`config.mk`:
```
export PLATFORM = sky130hd
export DESIGN_NAME = hs_rr_arbiter
export DESIGN_NICKNAME = d
export VERILOG_FILES = /design/src/rtl/hs_rr_arbiter_pkg.sv /design/src/rtl/hs_rr_arbiter_rr_pick.sv /design/src/rtl/hs_rr_arbiter.sv
export SDC_FILE = /design/constraint.sdc
export NUM_CORES = 1
export LEC_CHECK = 0
export CAP_MARGIN = 5
export CORE_ASPECT_RATIO = 1.1
export CORE_MARGIN = 2
export CORE_UTILIZATION = 54
export CTS_CLUSTER_SIZE = 20
export DETAILED_ROUTE_END_ITERATION = 6
export PLACE_DENSITY_LB_ADDON = 0.3
export SYNTH_ARGS = -nofsm -noshare
export SYNTH_HDL_FRONTEND = slang
export SYNTH_SLANG_ARGS = --single-unit
```
`constraint.sdc`:
```
create_clock -name clk -period 6.5 [get_ports clk]
set_input_delay 1.3 -clock clk [delete_from_list [all_inputs] [get_ports clk]]
set_output_delay 1.3 -clock clk [all_outputs]
set_load 0.05 [all_outputs]
```
`src/rtl/hs_rr_arbiter_pkg.sv`:
```
// ============================================================================
// Module  : hs_rr_arbiter_pkg
// Brief   : FSM state encodings and width helper for the round-robin
//           4-phase handshake arbiter.
// Revision: 1.0 - initial release
// ============================================================================
`default_nettype none

package hs_rr_arbiter_pkg;

    typedef enum logic [2:0] {
        ST_IDLE    = 3'd0,
        ST_GRANT   = 3'd1,
        ST_REQ     = 3'd2,
        ST_ACK     = 3'd3,
        ST_RELEASE = 3'd4
    } state_t;

    // Smallest r with 2**r >= value; used for elaboration-time widths only.
    function automatic int clog2(input int value);
        int r;
        r = 0;
        while ((1 << r) < value) r++;
        return r;
    endfunction

endpackage

`default_nettype wire

```
`src/rtl/hs_rr_arbiter_rr_pick.sv`:
```
// ============================================================================
// Module  : hs_rr_arbiter_rr_pick
// Brief   : Combinational rotating-priority picker: first set request bit
//           scanning upward from ptr with wrap-around.
// Revision: 1.0 - initial release
// ============================================================================
`default_nettype none

module hs_rr_arbiter_rr_pick
    import hs_rr_arbiter_pkg::*;
#(
    parameter int N  = 4,
    parameter int PW = clog2(N)
) (
    input  logic [N-1:0]  req,
    input  logic [PW-1:0] ptr,
    output logic [N-1:0]  gnt,
    output logic [PW-1:0] index,
    output logic          valid
);

    localparam logic [PW:0] c_n_ext = (PW + 1)'(N);

    logic [PW:0]   w_sum;
    logic [PW-1:0] w_pos;

    // ptr is always < N, so ptr + i < 2N and one conditional subtract wraps it.
    always_comb begin
        gnt   = '0;
        index = '0;
        valid = 1'b0;
        w_sum = '0;
        w_pos = '0;
        for (int i = 0; i < N; i++) begin
            w_sum = {1'b0, ptr} + (PW + 1)'(i);
            if (w_sum >= c_n_ext) begin
                w_sum = w_sum - c_n_ext;
            end
            w_pos = w_sum[PW-1:0];
            if (!valid && req[w_pos]) begin
                valid      = 1'b1;
                gnt[w_pos] = 1'b1;
                index      = w_pos;
            end
        end
    end

endmodule

`default_nettype wire

```
`src/rtl/hs_rr_arbiter.sv`:
```
// ============================================================================
// Module  : hs_rr_arbiter
// Brief   : Clocked round-robin arbiter sharing one 4-phase handshake
//           resource among N requesters, with acknowledge timeout.
// Revision: 1.0 - initial release
// ============================================================================
`default_nettype none

module hs_rr_arbiter
    import hs_rr_arbiter_pkg::*;
#(
    parameter int N       = 4,
    parameter int TIMEOUT = 64
) (
    input  logic         clk,
    input  logic         reset,
    input  logic [N-1:0] req_i,
    output logic [N-1:0] ack_o,
    output logic [N-1:0] grant_o,
    output logic         res_req_o,
    input  logic         res_ack_i,
    output logic         timeout_o,
    output logic         busy_o
);

    localparam int            PW         = clog2(N);
    localparam int            CW         = clog2(TIMEOUT);
    localparam logic [CW-1:0] c_cnt_last = CW'(TIMEOUT - 1);
    localparam logic [PW-1:0] c_ptr_last = PW'(N - 1);

    state_t        state_q,   state_d;
    logic [PW-1:0] ptr_q,     ptr_d;
    logic [PW-1:0] owner_q,   owner_d;
    logic [N-1:0]  grant_q,   grant_d;
    logic [N-1:0]  ack_q,     ack_d;
    logic          res_req_q, res_req_d;
    logic          timeout_q, timeout_d;
    logic          busy_q,    busy_d;
    logic [CW-1:0] cnt_q,     cnt_d;

    logic [N-1:0]  w_pick_gnt;
    logic [PW-1:0] w_pick_idx;
    logic          w_pick_valid;

    hs_rr_arbiter_rr_pick #(
        .N  (N),
        .PW (PW)
    ) u_rr_pick (
        .req   (req_i),
        .ptr   (ptr_q),
        .gnt   (w_pick_gnt),
        .index (w_pick_idx),
        .valid (w_pick_valid)
    );

    always_comb begin
        state_d   = state_q;
        ptr_d     = ptr_q;
        owner_d   = owner_q;
        grant_d   = grant_q;
        ack_d     = ack_q;
        res_req_d = res_req_q;
        timeout_d = 1'b0;
        cnt_d     = cnt_q;

        case (state_q)
            ST_IDLE: begin
                if (w_pick_valid) begin
                    state_d = ST_GRANT;
                    grant_d = w_pick_gnt;
                    owner_d = w_pick_idx;
                end
            end
            ST_GRANT: begin
                state_d   = ST_REQ;
                res_req_d = 1'b1;
                cnt_d     = '0;
                ptr_d     = (owner_q == c_ptr_last) ? '0 : owner_q + PW'(1);
            end
            ST_REQ: begin
                if (res_ack_i) begin
                    state_d = ST_ACK;
                    ack_d   = grant_q;
                end else if (cnt_q == c_cnt_last) begin
                    state_d   = ST_RELEASE;
                    timeout_d = 1'b1;
                    res_req_d = 1'b0;
                end else if (cnt_q != '1) begin
                    cnt_d = cnt_q + CW'(1);
                end
            end
            ST_ACK: begin
                // Only the owner's request line matters; others are ignored.
                if ((req_i & grant_q) == '0) begin
                    state_d   = ST_RELEASE;
                    ack_d     = '0;
                    res_req_d = 1'b0;
                end
            end
            ST_RELEASE: begin
                if (!res_ack_i) begin
                    state_d = ST_IDLE;
                    grant_d = '0;
                end
            end
            default: begin
                state_d   = ST_IDLE;
                grant_d   = '0;
                ack_d     = '0;
                res_req_d = 1'b0;
            end
        endcase

        busy_d = (state_d != ST_IDLE);
    end

    always_ff @(posedge clk) begin
        if (reset) begin
            state_q   <= ST_IDLE;
            ptr_q     <= '0;
            owner_q   <= '0;
            grant_q   <= '0;
            ack_q     <= '0;
            res_req_q <= 1'b0;
            timeout_q <= 1'b0;
            busy_q    <= 1'b0;
            cnt_q     <= '0;
        end else begin
            state_q   <= state_d;
            ptr_q     <= ptr_d;
            owner_q   <= owner_d;
            grant_q   <= grant_d;
            ack_q     <= ack_d;
            res_req_q <= res_req_d;
            timeout_q <= timeout_d;
            busy_q    <= busy_d;
            cnt_q     <= cnt_d;
        end
    end

    assign ack_o     = ack_q;
    assign grant_o   = grant_q;
    assign res_req_o = res_req_q;
    assign timeout_o = timeout_q;
    assign busy_o    = busy_q;

endmodule

`default_nettype wire
```
==> results.md, run 1 <==
- Status: finished clean
- DRC Markers: 0
- Slowest CP cell: clkdlybuf4s50_1
- Count of state elements after synthesis: 24
- Leak Pwr: 0.5850 nW
- Synth async-reset ratio: 0%
- Total GRT Usage: 22.18%
- Vias post-DR: ~1,500
- Worst vdd ir: 0.1675 mV
- R2r setup slk: 3.57 ns
- Std cell rows: 20
- Synth top area share: 31.07%
- Post-DRT Antenna Nets: 0
- Setup Skew: 0.005443 ns
- Setup violators final: 0
- Top post-synthesis cells by area: dfxtp_1 (31%), ha_1 (7.3%), a21oi_1 (5.8%), nor2_1 (4.9%), o21ai_0 (4.2%)
- EDFF count, synth: 0
- # hold bufs at CTS: 0
- Worst Path Required: roughly 6.7 ns
- DRT iter0 DRCs: 31
- Non-Filler Instances: 229
- Grt ovf: 0
- Ys Warns: 0
- Fin. Hold Viols: 0
- Crit. End Element: register
- Yosys cell types: 46
- Post-synthesis sequential area ratio: 31.07%
- Cells after Synth: 187
- Setup TNS Final: 0 ns
- Layout cells sized above 1: roughly 8.2%
- Die area: between 0.003 and 0.004 mm2
- Critical Path Source: req_i[1]
- Initial antenna violation count: 0
- Maximum root-to-sink buffer count: 2
- F_max: 0.3296 GHz
- CP cell instances: clkdlybuf4s50_1, a22o_1, o21ai_0, o21ai_0, nand2_1, a21oi_1
- Clk sinks: 24
- Post-cts resize count: 0
- Critical path class: input pin to register
- Slew margin rel.: 54.31%
- I/O pins: 18
- DP Wirelength: between 2000 and 2500 um
- Crit-path max FO: 11
- RSZ-0062 raised after global routing: false
- CTS tree: yes
- Largest net degree at the start of global routing: 20
- Via-to-Cell Ratio: about 6.4
- Final #Nets: around 210
- Seq. cell area: slightly below 500 um2
- Final Max Tran Viols: 0
- Height of the die: 60.13 um
- CP delay by family, top: compound AO/OA/AOI/OAI gates
- Die X: about 55 um
- Worst-Skew Late Latency: 0.30 ns
- Reg2Reg Launch Point: ptr_q[0]
- Vias in the first global route: 1,302
- Pwr dens: around 270 mW/mm2
- Area of the multi-input gates: just under 0.001 mm2
- Total routed wirelength: around 3400 um
- Synth Flop Type: dfxtp_1
- Mapped Nets: ~200
- Fill cell count: 231
- Post-Syn Area per Cell: 8.270 um2
- Critical path startpoint category: input pin
- H-tree levels: 1
- Synth Cell Area: roughly 0.0015 mm2
- First-pass GRT wire length: ~5400 um
- Core area: between 0.002 and 0.003 mm2
- Leading area contributor after synthesis: dfxtp_1
- Area Overhead vs Synth: 12.38%
- Minimum clock period after layout: 3.034 ns
- TritonRoute pass-1 iters: 4
- Final period util: 46.68%
- CP bufs+invs: 1
- MaxCap Viol Count: 0
- # port buffers: 17
- Hold Crit Start: ack_o[2]
- TritonCTS Buffers: 3
- Post-CTS setup buffer count: 0
- Number of diodes: 0
- CP arrival: about 3.2 ns
- Clock Pin Slew Worst Setup and Hold Paths: 0.12 ns
- Delay of the slowest critical-path stage: 0.59 ns
- Power consumption: 0.4647 mW
- Root buffer cell: clkbuf_4
- Initial Util: a little under three fifths
- Placed cells: 225
- Slew @ Worst Pin: 0.6832 ns
- GP Congestion: 0.8792
- Min-delay worst type: register to register
- Most used cell along the critical path: o21ai_0
- Routed length per instance: around 15 um
[cells in the final DEF, fill, tap and decap left out, types with 3 or more instances in the layout]
| master | netlist | final |
|---|---|---|
| nor3_1 | 9 | 9 |
| mux2_2 | 4 | 4 |
| inv_1 | 4 | 4 |
| o21ai_0 | 13 | 13 |
| nand2_1 | 12 | 12 |
| o211ai_1 | 4 | 4 |
| a31oi_1 | 5 | 5 |
| nand3_1 | 5 | 5 |
| xnor2_1 | 4 | 4 |
| clkbuf_4 | 0 | 3 |
| a21oi_1 | 18 | 18 |
| a221o_1 | 4 | 4 |
| ha_1 | 9 | 9 |
| nor2_1 | 20 | 20 |
| mux2i_1 | 4 | 4 |
| o2111ai_1 | 4 | 4 |
| clkdlybuf4s50_1 | 0 | 17 |
| dfxtp_1 | 24 | 24 |
[layout make-up]
cell class                 count  area share (%)
inverter                       4          0.8639
sequential                    24           27.65
timing repair buffer          17           9.791
clock buffer                   4           2.088
tap                           33           2.376
multi-input combinational    147           57.24
[synth_stat cells, types with 2 or more instances]
master	number
a21oi_1	18
a221o_1	4
a22o_1	2
a31oi_1	5
buf_2	3
clkbuf_1	7
dfxtp_1	24
ha_1	9
inv_1	4
mux2_2	4
mux2i_1	4
nand2_1	12
nand2b_1	2
nand3_1	5
nand3b_1	2
nor2_1	20
nor3_1	9
nor3b_1	2
nor4_1	2
o2111ai_1	4
o211ai_1	4
o21a_1	2
o21ai_0	13
xnor2_1	4
[routing by layer]
layer  GRT usage [%]  wire length, um
met1           24.92             1433
met2           40.31             1713
met3           2.500              196
met4           10.45               68
met5               0                0
[power by group]
group          leakage (nW)  internal [mW]  switching (mW)
logic                 0.368         0.0774           0.118
registers             0.196          0.164          0.0285
clock network        0.0210         0.0341          0.0421
[metrics by stage]
step	area, um2	setup WS [ns]	hold WS, ns	util [%]
after detailed placement	1702	3.212	0.4486	61.82
after global routing	1738	3.311	0.4831	63.14
after global placement	1702	3.268	0.4445	61.82
after floorplan	1546	3.892	0.4492	-
final	1738	3.466	0.4609	63.14
after CTS	1738	3.528	0.4663	63.14
[path summary, 6_finish.rpt]
path | endpoint | cells past startpoint
min reg2reg | ack_o[2] | 2
max reg2reg | owner_q[1] | 7
max | ack_o[1] | 6
min | ack_o[2] | 2
[flip-flops by register name (all words and copies together) (netlist names)]
register / flops
cnt_q: 6
grant_o: 4
state_q: 3
ack_o: 4
busy_o: 1
timeout_o: 1
owner_q: 2
res_req_o: 1
ptr_q: 2
[worst reg2reg max path: stages, from the launching register on]
cell and delay (ns):
dfxtp_1 0.68, inv_1 0.29, ha_1 0.57, mux2_2 0.40, mux2i_2 0.31, a211oi_1 0.09
o41a_1 0.40, o32ai_1 0.11
[kinds of logic (layout without fill, tap and decap cells)]
family | count (synthesis) | in the layout | share of synthesized area [%]
AO/OA/AOI/OAI | 62 | 62 | 27.43
XOR/XNOR | 4 | 4 | 2.265
adder cells (fa/ha/maj) | 9 | 9 | 7.282
buffers and inverters | 16 | 25 | 4.611
flip-flops | 24 | 24 | 31.07
multiplexers | 9 | 9 | 6.391
AND/OR/NAND/NOR | 63 | 63 | 20.95
(Power assumes the default switching activity.)
==> inputs of run 2 (changes only) <==
--- a/config.mk
+++ b/config.mk
@@ -8,7 +8,7 @@
 export CAP_MARGIN = 5
 export CORE_ASPECT_RATIO = 1.1
 export CORE_MARGIN = 2
-export CORE_UTILIZATION = 54
+export CORE_UTILIZATION = 50
 export CTS_CLUSTER_SIZE = 20
 export DETAILED_ROUTE_END_ITERATION = 6
 export PLACE_DENSITY_LB_ADDON = 0.3
==> constraint.sdc (replaced) <==
create_clock -name clk -period 2.5 [get_ports clk]
set_input_delay 0.5 -clock clk [delete_from_list [all_inputs] [get_ports clk]]
set_output_delay 0.5 -clock clk [all_outputs]
set_load 0.05 [all_outputs]
==> run 2 against run 1 <==
  * Register-to-register slack worse by 3.2 ns
  * Highest routed layer unchanged
  * Setup slack got worse by 3.1 ns
  * Global-route usage fell by 0.32 points
  * Largest power group unchanged
  * Sequential cell count did not move
  * Combinational power grew to 2.9 times the previous value
  * Utilization down 2.5 points
  * Largest cell class unchanged
  * Power grew to 2.8 times the previous value
  * Worst hold slack better by 0.010 ns
  * Wire length up 7.1%
==> results.md, run 2 (synthesis gave the netlist of run 1 again) <==
- Status: finished clean
- CP cell instances: clkdlybuf4s50_1, nor4_2, nor3_1, a21boi_2, a221o_1
- Net Switching: ~0.5 mW
- Flop pwr share: 36.4%
- WL met1: about 1500 um
- Setup TNS Final: 0 ns
- Std cell rows: 21
- Vias post-DR: 1,494
- DRC Markers: 0
- Crit. End Element: register
- Clk sinks: 24
- Clock Pin Slew Worst Setup and Hold Paths: 0.13 ns
- Core area: 0.002995 mm2
- Height of the die: 62.33 um
- Top layer in use: met4
- Pwr dens: 727.6 mW/mm2
- Setup Skew: 0.004395 ns
- Commonest non-fill, non-tap cell in the layout: dfxtp_1
- MaxCap Viol Count: 0
- Area Overhead vs Synth: 17.39%
- Gate power share: around 43%
- Final Max Tran Viols: 0
- CP bufs+invs: 1
- TritonRoute pass-1 iters: 4
- Final core utilization: about three fifths
- Worst-Skew Late Latency: 0.31 ns
- Non-Filler Instances: 238
- Placed cells: 234
- DR WL met2: 1918 um
- CP arrival: 2.35 ns
- Post-cts resize count: 0
- CTS tree: yes
- Final period util: a little under nine tenths
- Largest net degree at the start of global routing: 19
- Maximum root-to-sink buffer count: 2
- GP Congestion: 0.8599
- Slew margin rel.: 60.52%
- Setup violators final: 0
- Crit-path max FO: 11
- Post-CTS setup buffer count: 0
- Leak Pwr: 0.6325 nW
- Slew @ Worst Pin: around 0.59 ns
- Largest register FFs: 6
- Via-to-Cell Ratio: between 6 and 7
- Total routed wirelength: roughly 3700 um
- Critical path startpoint category: input pin
- Post-DRT Antenna Nets: 0
- Critical path class: input pin to register
- Grt ovf: 0
- Biggest register: cnt_q
- Die area: 0.003554 mm2
- Fin. Hold Viols: 0
- Routed length per instance: 15.35 um
- Initial Util: around 52%
- # port buffers: 17
- Vias in the first global route: approximately 1,400
- TritonCTS Buffers: 3
- Worst vdd ir: between 0.4 and 0.5 mV
- Min-delay worst type: register to register
- F_max: between 0.4 and 0.5 GHz
- Min Hold Slack: 0.4713 ns
- Internal power: 0.8153 mW
- Total GRT Usage: 21.86%
- Initial antenna violation count: 0
- CP delay by family, top: simple AND/OR/NAND/NOR gates
- Final #Nets: 221
- Clock share of power: around a fifth
- H-tree levels: 1
- Root buffer cell: clkbuf_4
- DP Wirelength: between 2000 and 3000 um
- Number of diodes: 0
- DR WL met3: 95 um
- I/O pins: 18
- First-pass GRT wire length: 6382 um
- Delay of the slowest critical-path stage: around 0.60 ns
- RSZ-0062 raised after global routing: false
- Switching share of power: 38.28%
- # hold bufs at CTS: 0
- Most frequent cells in the layout: dfxtp_1 (24), nor2_1 (20), a21oi_1 (18)
- Slowest CP cell: clkdlybuf4s50_1
- Die X: 57.03 um
- DRT iter0 DRCs: between 70 and 80
- Minimum clock period after layout: 2.130 ns
- Worst Path Required: 2.72 ns
- Layout cells sized above 1: 11.76%
[run 2: cell types whose count changed in the layout (fill, tap and decap cells not counted)]
cell,before,now
buf_4,0,8
bufinv_16,0,1
clkbuf_8,1,0
[run 2: through the flow]
stage	worst slack (ns)	power, mW	area, um2
detailed placement	0.04433	1.044	1763
global route	0.2489	1.409	1815
finish	0.3701	1.321	1815
floorplan	0.1423	0.8840	1546
global placement	0.1309	1.028	1763
CTS	0.3918	1.320	1815
[run 2: path summary, 6_finish.rpt]
path | start | endpoint | slack, ns | cells after the start
worst min register to register | ack_o[3] | ack_o[3] | 0.47 | 2
worst min-delay path | ack_o[3] | ack_o[3] | 0.47 | 2
worst max register to register | ptr_q[0] | grant_o[2] | 0.39 | 7
worst max-delay path | req_i[1] | grant_o[1] | 0.37 | 5
[run 2: worst min-delay path, cell delays in order (launching register included)]
cell and delay, ns:
dfxtp_1 0.34, nand2_1 0.05, a21oi_1 0.05
[run 2: layout make-up]
class                      count  area [um2]
tap                           34       42.54
clock buffer                   3       22.52
clock inverter                 1       30.03
sequential                    24       480.5
inverter                       4       15.01
fill                         277        1180
multi-input combinational    147       994.7
timing repair buffer          25       230.2
[run 2: power groups by stage]
stage	Sequential [mW]	Clock [mW]	Combinational (mW)
after global routing	0.490	0.309	0.611
after global placement	0.488	0	0.540
final	0.480	0.280	0.561
after CTS	0.480	0.281	0.559
after floorplan	0.543	0	0.341
after detailed placement	0.489	0	0.555
[run 2: routing by layer]
layer | track usage, % | up-vias
met1 | 25.74 | 718
met5 | 0 | -
met3 | 1.875 | 9
met4 | 9.593 | 0
met2 | 39.37 | 40
li1 | - | 727
==> inputs of run 3 (changes only) <==
--- a/config.mk
+++ b/config.mk
@@ -14,4 +14,5 @@
 export PLACE_DENSITY_LB_ADDON = 0.3
 export SYNTH_ARGS = -nofsm -noshare
 export SYNTH_HDL_FRONTEND = slang
+export SYNTH_HIERARCHICAL = 1
 export SYNTH_SLANG_ARGS = --single-unit
==> run 3 against run 2 <==
  * Clock power is 40% lower
  * Highest routed layer unchanged
  * Cell count is 0.84% lower
  * Worst hold slack better by 0.017 ns
  * Sequential share of layout area is 1.1 points lower
  * Setup slack worse by 0.28 ns
==> results.md, run 3 <==
- Min-delay worst type: register to register
- Crit-path max FO: 7
- Commonest non-fill, non-tap cell in the layout: dfxtp_1
- Top-count cell post-synth: dfxtp_1
- Core area: 0.003074 mm2
- Worst vdd ir: around 0.74 mV
- # port buffers: 17
- Height of the die: between 60 and 70 um
- EDFF count, synth: 0
- RSZ-0062 raised after global routing: false
- Worst-Skew Late Latency: 0.31 ns
- Synth Flop Type: dfxtp_1
- Vias in the first global route: 1,471
- Final Max Tran Viols: 0
- CP arrival: 2.63 ns
- Min Hold Slack: 0.4879 ns
- H-tree levels: 1
- Initial antenna violation count: 0
- Critical path startpoint category: input pin
- Area Overhead vs Synth: 17.33%
- Minimum clock period after layout: 2.411 ns
- Post-place setup slack: -0.2664 ns
- Placement Cell Area: 0.001876 mm2
- Slew @ Worst Pin: 0.6328 ns
- DP Wirelength: 2861 um
- Initial Util: between 50% and 60%
- Biggest register: cnt_q
- Die area: 0.003721 mm2
- Leading area contributor after synthesis: dfxtp_1
- Slew margin rel.: 57.37%
- DRT iter0 DRCs: roughly 140
- Reg2Reg Launch Point: ptr_q[1]
- Number of diodes: 0
- Commonest cells in the netlist: dfxtp_1 (24), a21oi_1 (15), o21ai_0 (14)
- Mapped Nets: 194
- Setup Skew: between 0.004 and 0.005 ns
- Count of state elements after synthesis: 24
- Largest register FFs: 6
- Grt ovf: 0
- Synth top area share: 29.58%
- Most frequent cells in the layout: dfxtp_1 (22), clkdlybuf4s50_1 (16), a21oi_1 (15), buf_4 (15), o21ai_0 (14)
- TritonRoute pass-1 iters: 4
- Crit path to: grant_o[1]
- Critical path class: input pin to register
- Final Cell Area: 0.001906 mm2
- Layout cells sized above 1: 18.32%
- Critical Path Source: req_i[3]
- Clk sinks: 24
- MaxCap Viol Count: 0
- R2r setup slk: 0.16 ns
- Post-DRT Antenna Nets: 0
- Ys Warns: 6
- End of the worst register-to-register path: grant_o[1]
- Top post-synthesis cells by area: dfxtp_1 (30%), ha_1 (5.4%), a21oi_1 (4.6%), a22oi_1 (4.6%), mux2i_1 (4.3%)
- Maximum root-to-sink buffer count: 2
- Std cell rows: 21
- First-pass GRT wire length: ~6500 um
- Total routed wirelength: 3733 um
- Pwr dens: 1047 mW/mm2
- Leak Pwr: 0.6900 nW
- GP Congestion: roughly 0.88
- Largest net degree at the start of global routing: 16
- TritonCTS Buffers: 3
- Synth Cell Area: 0.001624 mm2
- Worst Path Required: 2.72 ns
- Slowest CP cell: or4b_2
- DRC Markers: 0
- Final #Nets: 218
- Fin. Hold Viols: 0
- F_max: 0.4148 GHz
- I/O pins: 18
- Post-synthesis sequential area ratio: 29.58%
- Delay of the slowest critical-path stage: 0.70 ns
- Final period util: 96.42%
- Worst Reg-to-Reg Cells: 8
- Post-route setup slack: 0.08945 ns
- Clock Pin Slew Worst Setup and Hold Paths: 0.12 ns
- Total GRT Usage: a little over a fifth
- Post-Syn Area per Cell: 9.023 um2
- Die X: 58.34 um
- Power consumption: 1.996 mW
- Yosys cell types: 47
- Fill cell count: between 200 and 300
- Setup TNS Final: 0 ns
- Via-to-Cell Ratio: 6.322
- CTS tree: yes
- Status: finished clean
- Vias post-DR: 1,492
- Cells after Synth: 180
- Crit. End Element: register
- # hold bufs at CTS: 0
- Setup violators final: 0
- Root buffer cell: clkbuf_4
- CP cell instances: clkdlybuf4s50_1, mux4_1, nor3_2, nand2b_1, or4b_2, o21a_1, nand2_1, a21oi_1
- Routed length per instance: approximately 16 um
- Synth async-reset ratio: 0%
-- run 3: cells by family after synthesis --
logic type | count (synthesis) | share of synthesized area [%]
simple gates | 62 | 23.42
compound gates | 57 | 23.96
flops | 24 | 29.58
buf+inv | 18 | 6.625
mux | 12 | 11.02
fa+ha+maj | 7 | 5.393
-- run 3: repair_timing --
item | in CTS | in global routing
gates resized for setup | 0 | 2
setup endpoints to repair | 0 | 4
buffers inserted | 0 | 0
-- run 3: area by class of cell --
type	count	area [um2]	area share [%]
Timing Repair Buffer	32	285.3	14.97
Tap cell	34	42.54	2.232
Clock buffer	3	22.52	1.182
Inverter	5	18.77	0.9849
Multi-Input combinational cell	138	1054	55.29
Sequential cell	24	483.0	25.34
-- run 3: where the power goes --
group / switching, mW / total (mW) / internal [mW]
Clock: 0.111 / 0.167 / 0.0565
Combinational: 0.700 / 1.25 / 0.554
Sequential: 0.102 / 0.574 / 0.472
Total: 0.913 / 2.00 / 1.08
-- run 3: worst min-delay path by stage --
stage                  start  endpoint  slack (ns)  depth (start not counted)
global route        ack_o[3]  ack_o[3]        0.52                          2
finish              ack_o[3]  ack_o[3]        0.49                          2
floorplan           cnt_q[3]  cnt_q[3]        0.47                          2
global placement    ack_o[0]  ack_o[0]        0.46                          2
CTS                 ack_o[3]  ack_o[3]        0.49                          2
detailed placement  ack_o[3]  ack_o[3]        0.47                          2
-- run 3: worst max-delay path, delay by kind of cell --
family | cells | cell delay, ns
compound gates | 2 | 0.25
buf+inv | 1 | 0.57
simple gates | 4 | 1.00
mux | 1 | 0.31
-- run 3: per-layer routing --
metal / wire [um] / track usage (%) / vias to the layer above
li1: - / - / 733
met1: 1613 / 26.78 / 715
met2: 1920 / 38.20 / 39
met3: 153 / 2.024 / 5
met4: 45 / 7.849 / 0
met5: 0 / 0 / -
-- run 3: metrics by stage --
| step | cells | util (%) |
|---|---|---|
| final | 236 | 61.99 |
| after global routing | 236 | 61.99 |
| after CTS | 236 | 61.74 |
| after detailed placement | 233 | 61.01 |
| after global placement | 233 | 61.01 |
| after floorplan | 180 | - |
